<file path="config.mk">
export PLATFORM = sky130hd
export DESIGN_NAME = ysyx_25020037_ifu
export DESIGN_NICKNAME = d
export VERILOG_FILES = /design/src/rtl/ysyx_25020037_ifu_pkg.sv /design/src/rtl/ysyx_25020037_ifu.sv
export SDC_FILE = /design/constraint.sdc
export NUM_CORES = 1
export LEC_CHECK = 0
export ABC_AREA = 1
export BUFFER_PORTS_ARGS = -buffer_cell sky130_fd_sc_hd__buf_4
export CAP_MARGIN = 0
export CORE_MARGIN = 3
export CORE_UTILIZATION = 53
export CTS_CLUSTER_SIZE = 14
export DETAILED_ROUTE_END_ITERATION = 12
export GPL_ROUTABILITY_DRIVEN = 0
export MAX_ROUTING_LAYER = met4
export PLACE_DENSITY_LB_ADDON = 0.15
export SETUP_SLACK_MARGIN = 0.5
export SYNTH_ARGS = -nofsm -noshare
export SYNTH_HDL_FRONTEND = slang
export SYNTH_SLANG_ARGS = --single-unit
export TNS_END_PERCENT = 10
</file>
<file path="constraint.sdc">
create_clock -name clk -period 4 [get_ports clk]
set_input_delay 0.2 -clock clk [delete_from_list [all_inputs] [get_ports clk]]
set_output_delay 0.2 -clock clk [all_outputs]
set_load 0.03 [all_outputs]
</file>
<file path="src/rtl/ysyx_25020037_ifu_pkg.sv">
// rtl/ysyx_25020037_ifu_pkg.sv - shared fetch/decode configuration: FSM encodings, reset PC, bus width
//
// Imported by the instruction fetch unit and by the decode stage, so both
// agree on the {pc, inst} bus layout and width.

package ysyx_25020037_ifu_pkg;

    // First fetch address after reset
    localparam logic [31:0] RESET_PC_DEFAULT = 32'h3000_0000;

    // fu_to_du_bus width, packed {pc[31:0], inst[31:0]}
    localparam int FU_TO_DU_BUS_WD = 64;

    // Fetch FSM states, 2-bit encoding
    typedef enum logic [1:0] {
        S_AR   = 2'd0,  // address phase: arvalid high
        S_R    = 2'd1,  // data phase: rready high
        S_OUT  = 2'd2,  // instruction presented to decode
        S_WAIT = 2'd3   // handed off, waiting for the next redirect
    } ifu_state_t;

endpackage

</file>
<file path="src/rtl/ysyx_25020037_ifu.sv">
// rtl/ysyx_25020037_ifu.sv - instruction fetch unit, one AXI-style read per redirect
//
// Fetches one instruction per redirect from the write-back stage and hands
// it to decode as {pc, inst}. There is no speculative fetch: after decode
// accepts an instruction the unit idles until a next-PC redirect arrives.
//
// Parameters:
//   RESET_PC  first fetch address after reset
//   BUS_WD    fu_to_du_bus width ({pc, inst})
//
// Ports:
//   clk, rst            clock; asynchronous active-high reset
//   npc_valid, npc      next-PC redirect pulse and address
//   idu_ready           decode accepts the current bus
//   ifu_valid           fu_to_du_bus holds a fetched instruction
//   fu_to_du_bus        {pc, inst} to decode
//   ifu_fault           fetch returned nonzero rresp (qualified by ifu_valid)
//   araddr, arvalid,
//   arready             read address channel
//   rdata, rresp,
//   rvalid, rready      read data channel
//   perf_fetch_cnt      (YSYX_25020037_IFU_PERF_EN) completed fetches
//   perf_wait_cnt       (YSYX_25020037_IFU_PERF_EN) cycles waiting for rvalid
//
// Optional feature macro: YSYX_25020037_IFU_PERF_EN

module ysyx_25020037_ifu
    import ysyx_25020037_ifu_pkg::*;
#(
    parameter logic [31:0] RESET_PC = RESET_PC_DEFAULT,
    parameter int          BUS_WD   = FU_TO_DU_BUS_WD
) (
    input  logic              clk,
    input  logic              rst,
    input  logic              npc_valid,
    input  logic [31:0]       npc,
    input  logic              idu_ready,
    output logic              ifu_valid,
    output logic [BUS_WD-1:0] fu_to_du_bus,
    output logic              ifu_fault,
    output logic [31:0]       araddr,
    output logic              arvalid,
    input  logic              arready,
    input  logic [31:0]       rdata,
    input  logic [1:0]        rresp,
    input  logic              rvalid,
    output logic              rready
`ifdef YSYX_25020037_IFU_PERF_EN
    ,
    output logic [31:0]       perf_fetch_cnt,
    output logic [31:0]       perf_wait_cnt
`endif
);

    ifu_state_t  state;
    logic [31:0] pc;
    logic [31:0] inst;
    logic [31:0] pend_pc;
    logic        pend_v;

    always_ff @(posedge clk or posedge rst) begin
        if (rst) begin
            state     <= S_AR;
            pc        <= RESET_PC;
            inst      <= 32'h0;
            pend_pc   <= 32'h0;
            pend_v    <= 1'b0;
            ifu_fault <= 1'b0;
        end else begin
            case (state)
                S_AR: begin
                    if (arready) begin
                        state <= S_R;
                    end
                end
                S_R: begin
                    if (rvalid) begin
                        // A faulted fetch hands decode a zero word, never the bad data
                        inst      <= (rresp != 2'b00) ? 32'h0 : rdata;
                        ifu_fault <= (rresp != 2'b00);
                        state     <= S_OUT;
                    end
                end
                S_OUT: begin
                    if (idu_ready) begin
                        state <= S_WAIT;
                    end
                end
                S_WAIT: begin
                    // A live redirect wins over one parked earlier
                    if (npc_valid) begin
                        pc     <= npc;
                        pend_v <= 1'b0;
                        state  <= S_AR;
                    end else if (pend_v) begin
                        pc     <= pend_pc;
                        pend_v <= 1'b0;
                        state  <= S_AR;
                    end
                end
                default: state <= S_AR;
            endcase

            // Redirects arriving mid-transaction are parked so pc (and thus
            // araddr and the bus pc field) stays stable; the newest one wins.
            if (npc_valid && state != S_WAIT) begin
                pend_pc <= npc;
                pend_v  <= 1'b1;
            end
        end
    end

    // Handshake outputs are pure decodes of the state register, which keeps
    // arvalid and rready mutually exclusive and allows one read in flight.
    assign arvalid      = (state == S_AR) && !rst;
    assign rready       = (state == S_R);
    assign ifu_valid    = (state == S_OUT);
    assign araddr       = pc;
    assign fu_to_du_bus = {pc, inst};

`ifdef YSYX_25020037_IFU_PERF_EN
    always_ff @(posedge clk or posedge rst) begin
        if (rst) begin
            perf_fetch_cnt <= 32'h0;
            perf_wait_cnt  <= 32'h0;
        end else if (state == S_R) begin
            if (rvalid) begin
                perf_fetch_cnt <= perf_fetch_cnt + 32'd1;
            end else begin
                perf_wait_cnt  <= perf_wait_cnt + 32'd1;
            end
        end
    end
`endif

endmodule

</file>
; After elaboration in Yosys (flattened, before gate mapping)
; Index checks and enable logic that the tools add are counted.
[word_totals]
output_inout_bits = 100
elab_cells = 35
register_bits = 100
[op_classes]
eq_ne = 8
muxes = 11
reduce_logical = 10
[op_table]
columns = op, n
row1 = $mux W32, 3
row2 = $mux W2, 5
row3 = $ne A2 B2 Y1 const B, 4
row4 = $pmux W2 S4, 1
row5 = $reduce_bool A2 Y1, 3
row6 = $eq A2 B2 Y1 const B, 2
row7 = $reduce_and A2 Y1, 2
row8 = $reduce_and A4 Y1, 1
row9 = $ne A3 B3 Y1 const B, 1
row10 = $eq A2 B1 Y1 const B, 1
row11 = $logic_and A1 B1 Y1, 2
row12 = $logic_not A2 Y1, 1
row13 = $mux W1, 2
row14 = $logic_not A1 Y1, 1

; Logic depth before layout (Yosys ltp)
; Gate-level depths: netlist of run 1.
[depth]
ltp_word = 3
depth_mapped = 7

; Worst setup path before layout of run 1
; Ideal clock, no wire load.
[synth_timing]
path_kind = flip-flop to flip-flop
from = reg state[1]
to = reg ifu_fault
stages_incl_launch_ff = 7
setup_ps = 120
path_buffers = 1
period_less_slack_ps = 1596
slack_ps = 2404
arrival_ps = 1477
t_required_ps = 3880
path_cell_list = dfrtp_1 inv_1 ha_1 nand2_2 nor3_4 buf_6 nor2_1
[synth_via]
elab_chain_len = 2
[synth_lines]
columns = item, line
row1 = start: declaration, ysyx_25020037_ifu.sv:55  ; ifu_state_t state;
row2 = start signal: assignment, ysyx_25020037_ifu.sv:63  ; state <= S_AR;
row3 = start signal: assignment, ysyx_25020037_ifu.sv:73  ; state <= S_R;
row4 = start signal: assignment, ysyx_25020037_ifu.sv:81  ; state <= S_OUT;
row5 = $eq A2 B1 Y1, --
row6 = named net rready, ysyx_25020037_ifu.sv:47  ; output logic rready
row7 = $reduce_and A2 Y1 (no source line), --
row8 = end signal: assignment, ysyx_25020037_ifu.sv:80  ; ifu_fault <= (rresp != 2'b00);
row9 = end: declaration, ysyx_25020037_ifu.sv:40  ; output logic ifu_fault,
; The timed path passes the listed nets, and every way through them passes these cells.
; A chain may end at the register's enable or synchronous reset.

; Worst setup path in the final report of run 1
[layout_timing]
from = reg state[1]
to = reg inst[2]
[layout_via]
elab_chain_len = 2
[layout_lines]
columns = item, line
row1 = $eq A2 B1 Y1, ysyx_25020037_ifu.sv:70  ; case (state)
row2 = $reduce_and A2 Y1 (no source line), --
row3 = end signal: assignment, ysyx_25020037_ifu.sv:79  ; inst <= (rresp != 2'b00) ? 32'h0 : rdata;
row4 = end: declaration, ysyx_25020037_ifu.sv:57  ; logic [31:0] inst;
; Every way passes these cells.

==> results.yml, run 1 <==
outcome:
  status: "finished with violations"
  violations: "negative hold slack"
layout:
  syn_to_final_growth_pct: 26.3
  final_cells: 761
  nets: 729
  most-common-layout-cells: "nand2_1 (178), buf_4 (172), dfrtp_1 (98)"
  drive_gt1_share_pct: 29.9
  n_antenna_cell: 0
  layout_commonest_cell: "nand2_1"
floorplan:
  io_pins: 172
  coreArea_um2: 8260
  fp.dieH_um: 98.5
  die-area_um2: 9710
  rows: 33
  die_w_um: 98.5
  initial_core_util_pct: 54.9
setup_path:
  cp_max_fo: 33
  cp-end-kind: "flop"
  arrival_ns: 2.76
  cp.required_ns: 4.29
  critPathMaxStageDelay_ns: 0.98
  critical-path-slowest-cell: "nor3_4"
  critical_path.cell_chain: "inv_1 > ha_1 > nand2_2 > nor3_4 > nand2_1 > nand2_1"
  cp_common_cell: "nand2_1"
  worst_setup_path_start_kind: "flop"
  crit_type: "reg2reg"
timing:
  rsz0062_at_grt: "no"
  clock_skew_ns: 0.0109
  hold_viol: 13
  whs_ns: -0.0106
  max_slew_margin_pct: 27.4
  slew_violations: 0
  min_period_ns: 2.47
  setup_viol: 0
  fmax_ghz: 0.405
  final.setup.tns_ns: 0
  fin_crit_sh_pct: 61.8
  setup_ws_ns: 1.53
  worst_pin_slew_ns: 1.09
synth:
  ys_seq_elements: 100
  yosysSeqAreaShare_pct: 55.2
  synth_cell_types: 23
  yosysWarnings: 0
  avgSynthCellArea_um2: 8.61
  synthesis.nets: 604
  synthesis.area_um2: 4540
  syn-instance-count: 527
detailed_routing:
  dr.first_iter.drc_count: 141
  drt.antenna.violating_nets: 0
  first_pass_iters: 4
  route.detailed.drc: 0
  wl_per_cell_um: 13.1
  num_vias: 3753
  vias_per_cell: 4.93
  finalWirelength_um: 9970
global_route:
  grt_util_all_layers_pct: 21.4
  grt_max_degree: 77
  antenna_found_initial: 0
  grt_pass1_wl_um: 16500
  overflow: 0
  grt_pass1_vias: 3708
clock_network:
  clkSinkCount: 100
  cts_inserted_buffers: 9
  path_clk_slew_ns: 0.09
  clk_latency_ns: 0.35
  cts-hold-fix-buffers: 0
  clock_path_buffers: 2
  cts_root_buf: "clkbuf_8"
  htree_levels: 3
  post_cts_buffers: 0
  cts_tree: "built"
  cts.repair.resized: 0
job:
  max-cap-violations: 0
placement:
  place_ws_ns: 1.54
  dp_hpwl_um: 6990
  numPortBuffers: 171
  dp.cells: 746
pwr:
  powerDensity_nw_per_um2: 858
  p_leak_uw: 0.00311
  vdd_drop_max_mv: 0.457
min_path:
  hold_class: "in2async"
[final cells by class]
class	instances	area, µm²
clock inverter	4	50.0
sequential	100	2500
clock buffer	11	141
tap	105	131
inverter	42	160
fill	648	2530
timing repair buffer	172	1290
multi-input combinational	327	1450
[logic make-up (layout without fill, tap and decap cells)]
group | after synthesis | in the layout | synth area share, %
adders and majority gates | 5 | 5 | 1.38
DFF | 100 | 100 | 55.2
AOI/OAI and AO/OA | 90 | 90 | 10.0
and+or+nand+nor | 232 | 232 | 20.6
buffers and inverters | 100 | 229 | 12.8
[state kept, by name, indices dropped and copies added (netlist names)]
name,cells
araddr,32
ifu_fault,1
inst,32
pend_pc,32
pend_v,1
state,2
[per-layer routing]
layer | track usage (%) | vias up | wire length [µm]
met5 | - | - | 0
met2 | 35.0 | 155 | 4900
met3 | 5.52 | 17 | 790
met1 | 25.9 | 1736 | 4090
li1 | - | 1845 | -
met4 | 7.35 | 0 | 190
[synth_stat cells]
cell | instances | area, µm²
a21oi_1 | 34 | 170
buf_1 | 1 | 3.75
buf_2 | 10 | 50.1
buf_4 | 33 | 248
buf_6 | 9 | 101
clkbuf_1 | 5 | 18.8
dfrtp_1 | 98 | 2450
dfstp_2 | 2 | 52.6
ha_1 | 5 | 62.6
inv_1 | 41 | 154
inv_2 | 1 | 3.75
nand2_1 | 178 | 668
nand2_2 | 1 | 6.26
nand2_4 | 1 | 11.3
nand3_1 | 12 | 60.1
nor2_1 | 36 | 135
nor2_4 | 1 | 11.3
nor2_8 | 1 | 20.0
nor3_4 | 1 | 16.3
o21ai_0 | 44 | 220
o21ai_1 | 10 | 50.1
o21bai_1 | 2 | 15.0
or2_2 | 1 | 6.26
[critical path, delay by kind of cell, from the launching register on]
kind	cells	cell delay [ns]
buffers and inverters	1	0.13
DFF	1	0.41
adders and majority gates	1	0.25
and+or+nand+nor	4	1.62
[final timing paths]
| check | slack (ns) | from | cells after the start | to |
|---|---|---|---|---|
| setup / recovery | 1.53 | state[1] | 6 | inst[2] |
| hold / removal | -0.01 | rst | 2 | inst[1] |
| setup reg to reg | 1.53 | state[1] | 6 | inst[2] |
| hold reg to reg | 0.47 | pend_pc[24] | 2 | pend_pc[24] |
| max in group asynchronous | 3.04 | rst | 3 | inst[19] |
| min in group clk | 0.03 | rdata[17] | 3 | inst[17] |
[where the power goes]
group	internal, µW	leakage [µW]	total [µW]	switching (µW)
registers	1450	0.00122	1740	291
logic	900	0.00180	2550	1650
clock network	302	0.0000914	629	327
[metrics by stage]
step	total power [µW]	utilization, %	cell area (µm²)
2_1_floorplan	3570	-	4540
3_3_place_gp	4260	67.1	5540
3_5_place_dp	4330	67.1	5540
4_1_cts	4960	69.4	5730
5_1_grt	5220	69.4	5730
6_report	4920	69.4	5730
Note: power is estimated with default switching activity, not from simulation.
==> run 2: changes to the inputs <==
--- a/config.mk
+++ b/config.mk
@@ -9,7 +9,7 @@
 export BUFFER_PORTS_ARGS = -buffer_cell sky130_fd_sc_hd__buf_4
 export CAP_MARGIN = 0
 export CORE_MARGIN = 3
-export CORE_UTILIZATION = 53
+export CORE_UTILIZATION = 49
 export CTS_CLUSTER_SIZE = 14
 export DETAILED_ROUTE_END_ITERATION = 12
 export GPL_ROUTABILITY_DRIVEN = 0
==> constraint.sdc (replaced) <==
create_clock -name clk -period 2.55 [get_ports clk]
set_input_delay 0.1275 -clock clk [delete_from_list [all_inputs] [get_ports clk]]
set_output_delay 0.1275 -clock clk [all_outputs]
set_load 0.03 [all_outputs]
==> run 2 against run 1 <==
The run now ends clean. Power up 60%. Count of clock-buffer cells in the layout fell by 1. Final area rose by 7.1%. Register-to-register slack lost 0.74 ns. Largest cell class unchanged. First-iteration DRC count fell by 5.0%. Final cell count up 5.3%. Combinational power increased by 59%. Sequential share of layout area shrank 2.9 points. Die area increased by 7.7%. Fmax up 40%. Global-route usage shrank 0.39 points. Largest power group unchanged. Highest routed layer unchanged.
==> results.yml, run 2 (synthesis results as in run 1) <==
layout:
  drive_gt1_share_pct: 28.9
  postLayoutCoreUtil_pct: 69.4
  syn_to_final_growth_pct: 35.4
  n_antenna_cell: 0
  layout_commonest_cell: "nand2_1"
  most-common-layout-cells: "nand2_1 (178), buf_4 (175), dfrtp_1 (98)"
  nets: 767
  postLayoutCellArea_um2: 6140
clock_network:
  htree_levels: 3
  cts_root_buf: "clkbuf_8"
  cts_tree: "built"
  clkSinkCount: 100
  clock_path_buffers: 2
  cts.repair.resized: 0
  clk_latency_ns: 0.35
  path_clk_slew_ns: 0.10
  cts_inserted_buffers: 9
min_path:
  min_delay_path_depth: 3
  hold_class: "in2reg"
  hp-start: "npc[24]"
  hold-path-endpoint: "pend_pc[24]"
floorplan:
  die-area_um2: 10500
  io_pins: 172
  die_w_um: 102
  fp.dieH_um: 102
  rows: 34
  initial_core_util_pct: 51.3
  coreArea_um2: 8850
job:
  max-cap-violations: 0
timing:
  fmax_ghz: 0.567
  final.setup.tns_ns: 0
  setup_ws_ns: 0.786
  fin_crit_sh_pct: 69.2
  hold_viol: 0
  max_slew_margin_pct: 40.3
  setup_viol: 0
  min_period_ns: 1.76
  slew_violations: 0
  rsz0062_at_grt: "no"
  clock_skew_ns: 0.0117
  worst_pin_slew_ns: 0.894
outcome:
  status: "finished clean"
setup_path:
  r2r_slack_ns: 0.79
  arrival_ns: 2.03
  worst_setup_path_start_kind: "flop"
  crit_start: "state[0]"
  cp.required_ns: 2.82
  cp-end-kind: "flop"
  cp_max_fo: 64
  reg2reg_to: "araddr[18]"
  worst_r2r_path_depth: 5
  r2r-start: "state[0]"
  crit_type: "reg2reg"
placement:
  dp_hpwl_um: 6990
  place_ws_ns: 0.790
  post_dp_cell_area_um2: 5590
  numPortBuffers: 171
detailed_routing:
  wl_per_cell_um: 13.1
  dr.first_iter.drc_count: 134
  drt.antenna.violating_nets: 0
  finalWirelength_um: 10500
  vias_per_cell: 4.76
  route.detailed.drc: 0
  num_vias: 3815
  first_pass_iters: 4
global_route:
  grt_util_all_layers_pct: 21.0
  grt_max_degree: 76
  overflow: 0
  antenna_found_initial: 0
  grt_pass1_vias: 3589
  grt_pass1_wl_um: 16900
pwr:
  p_leak_uw: 0.00328
  vdd_drop_max_mv: 0.672
  power_uw: 7850
  powerDensity_nw_per_um2: 1280
==> run 2: changes by cell type in the layout (fill, tap and decap cells not counted), sizes merged <==
| cell | previous run | this run |
|---|---|---|
| clkinvlp | 2 | 3 |
| clkinv | 1 | 0 |
| bufinv | 1 | 2 |
| dlygate4sd3 | 0 | 34 |
| clkbuf | 11 | 10 |
| inv | 42 | 41 |
| buf | 172 | 176 |
==> run 2: area by class of cell <==
cell class / instances / area [µm²]
sequential: 100 / 2500
clock buffer: 10 / 138
timing repair buffer: 210 / 1670
clock inverter: 4 / 75.1
inverter: 42 / 161
tap: 108 / 135
multi-input combinational: 327 / 1450
fill: 705 / 2710
==> run 2: routing by layer <==
metal,up-vias,GRT usage (%),routed length [µm]
met4,0,5.75,85
met5,-,-,0
met3,7,4.16,685
li1,1922,-,-
met2,138,33.9,5280
met1,1748,27.2,4460
==> run 2: worst max path at each step <==
stage          slack, ns  cells after the start          to
2_1_floorplan       0.95                      6   ifu_fault
3_3_place_gp        0.89                      4  araddr[26]
3_5_place_dp        0.79                      4   araddr[3]
4_1_cts             0.76                      5   araddr[2]
5_1_grt             0.55                      5  araddr[12]
6_report            0.79                      5  araddr[18]
==> run 2: repair_timing <==
item	in CTS	in global routing
setup buffers	0	0
hold buffers	34	0
endpoints found under the hold margin	69	0
==> run 2: critical path: stages, from the launching register on <==
cell and delay, ns:
dfrtp_1 0.39, ha_1 0.23, inv_2 0.16, nor2_8 0.64
nor2_1 0.11, a21oi_1 0.14
==> run 2: where the power goes <==
part	switching (µW)	leakage, µW	total, µW	internal, µW
combinational	2600	0.00196	4050	1450
clock	518	0.000100	1090	569
sequential	446	0.00122	2720	2270
total	3560	0.00328	7850	4290
==> run 2: metrics by stage <==
step,hold WS [ns],cells
after CTS,0.00273,801
after global routing,0.0146,801
final,0.0110,801
after floorplan,0.237,527
after detailed placement,0.326,753
after global placement,0.319,753
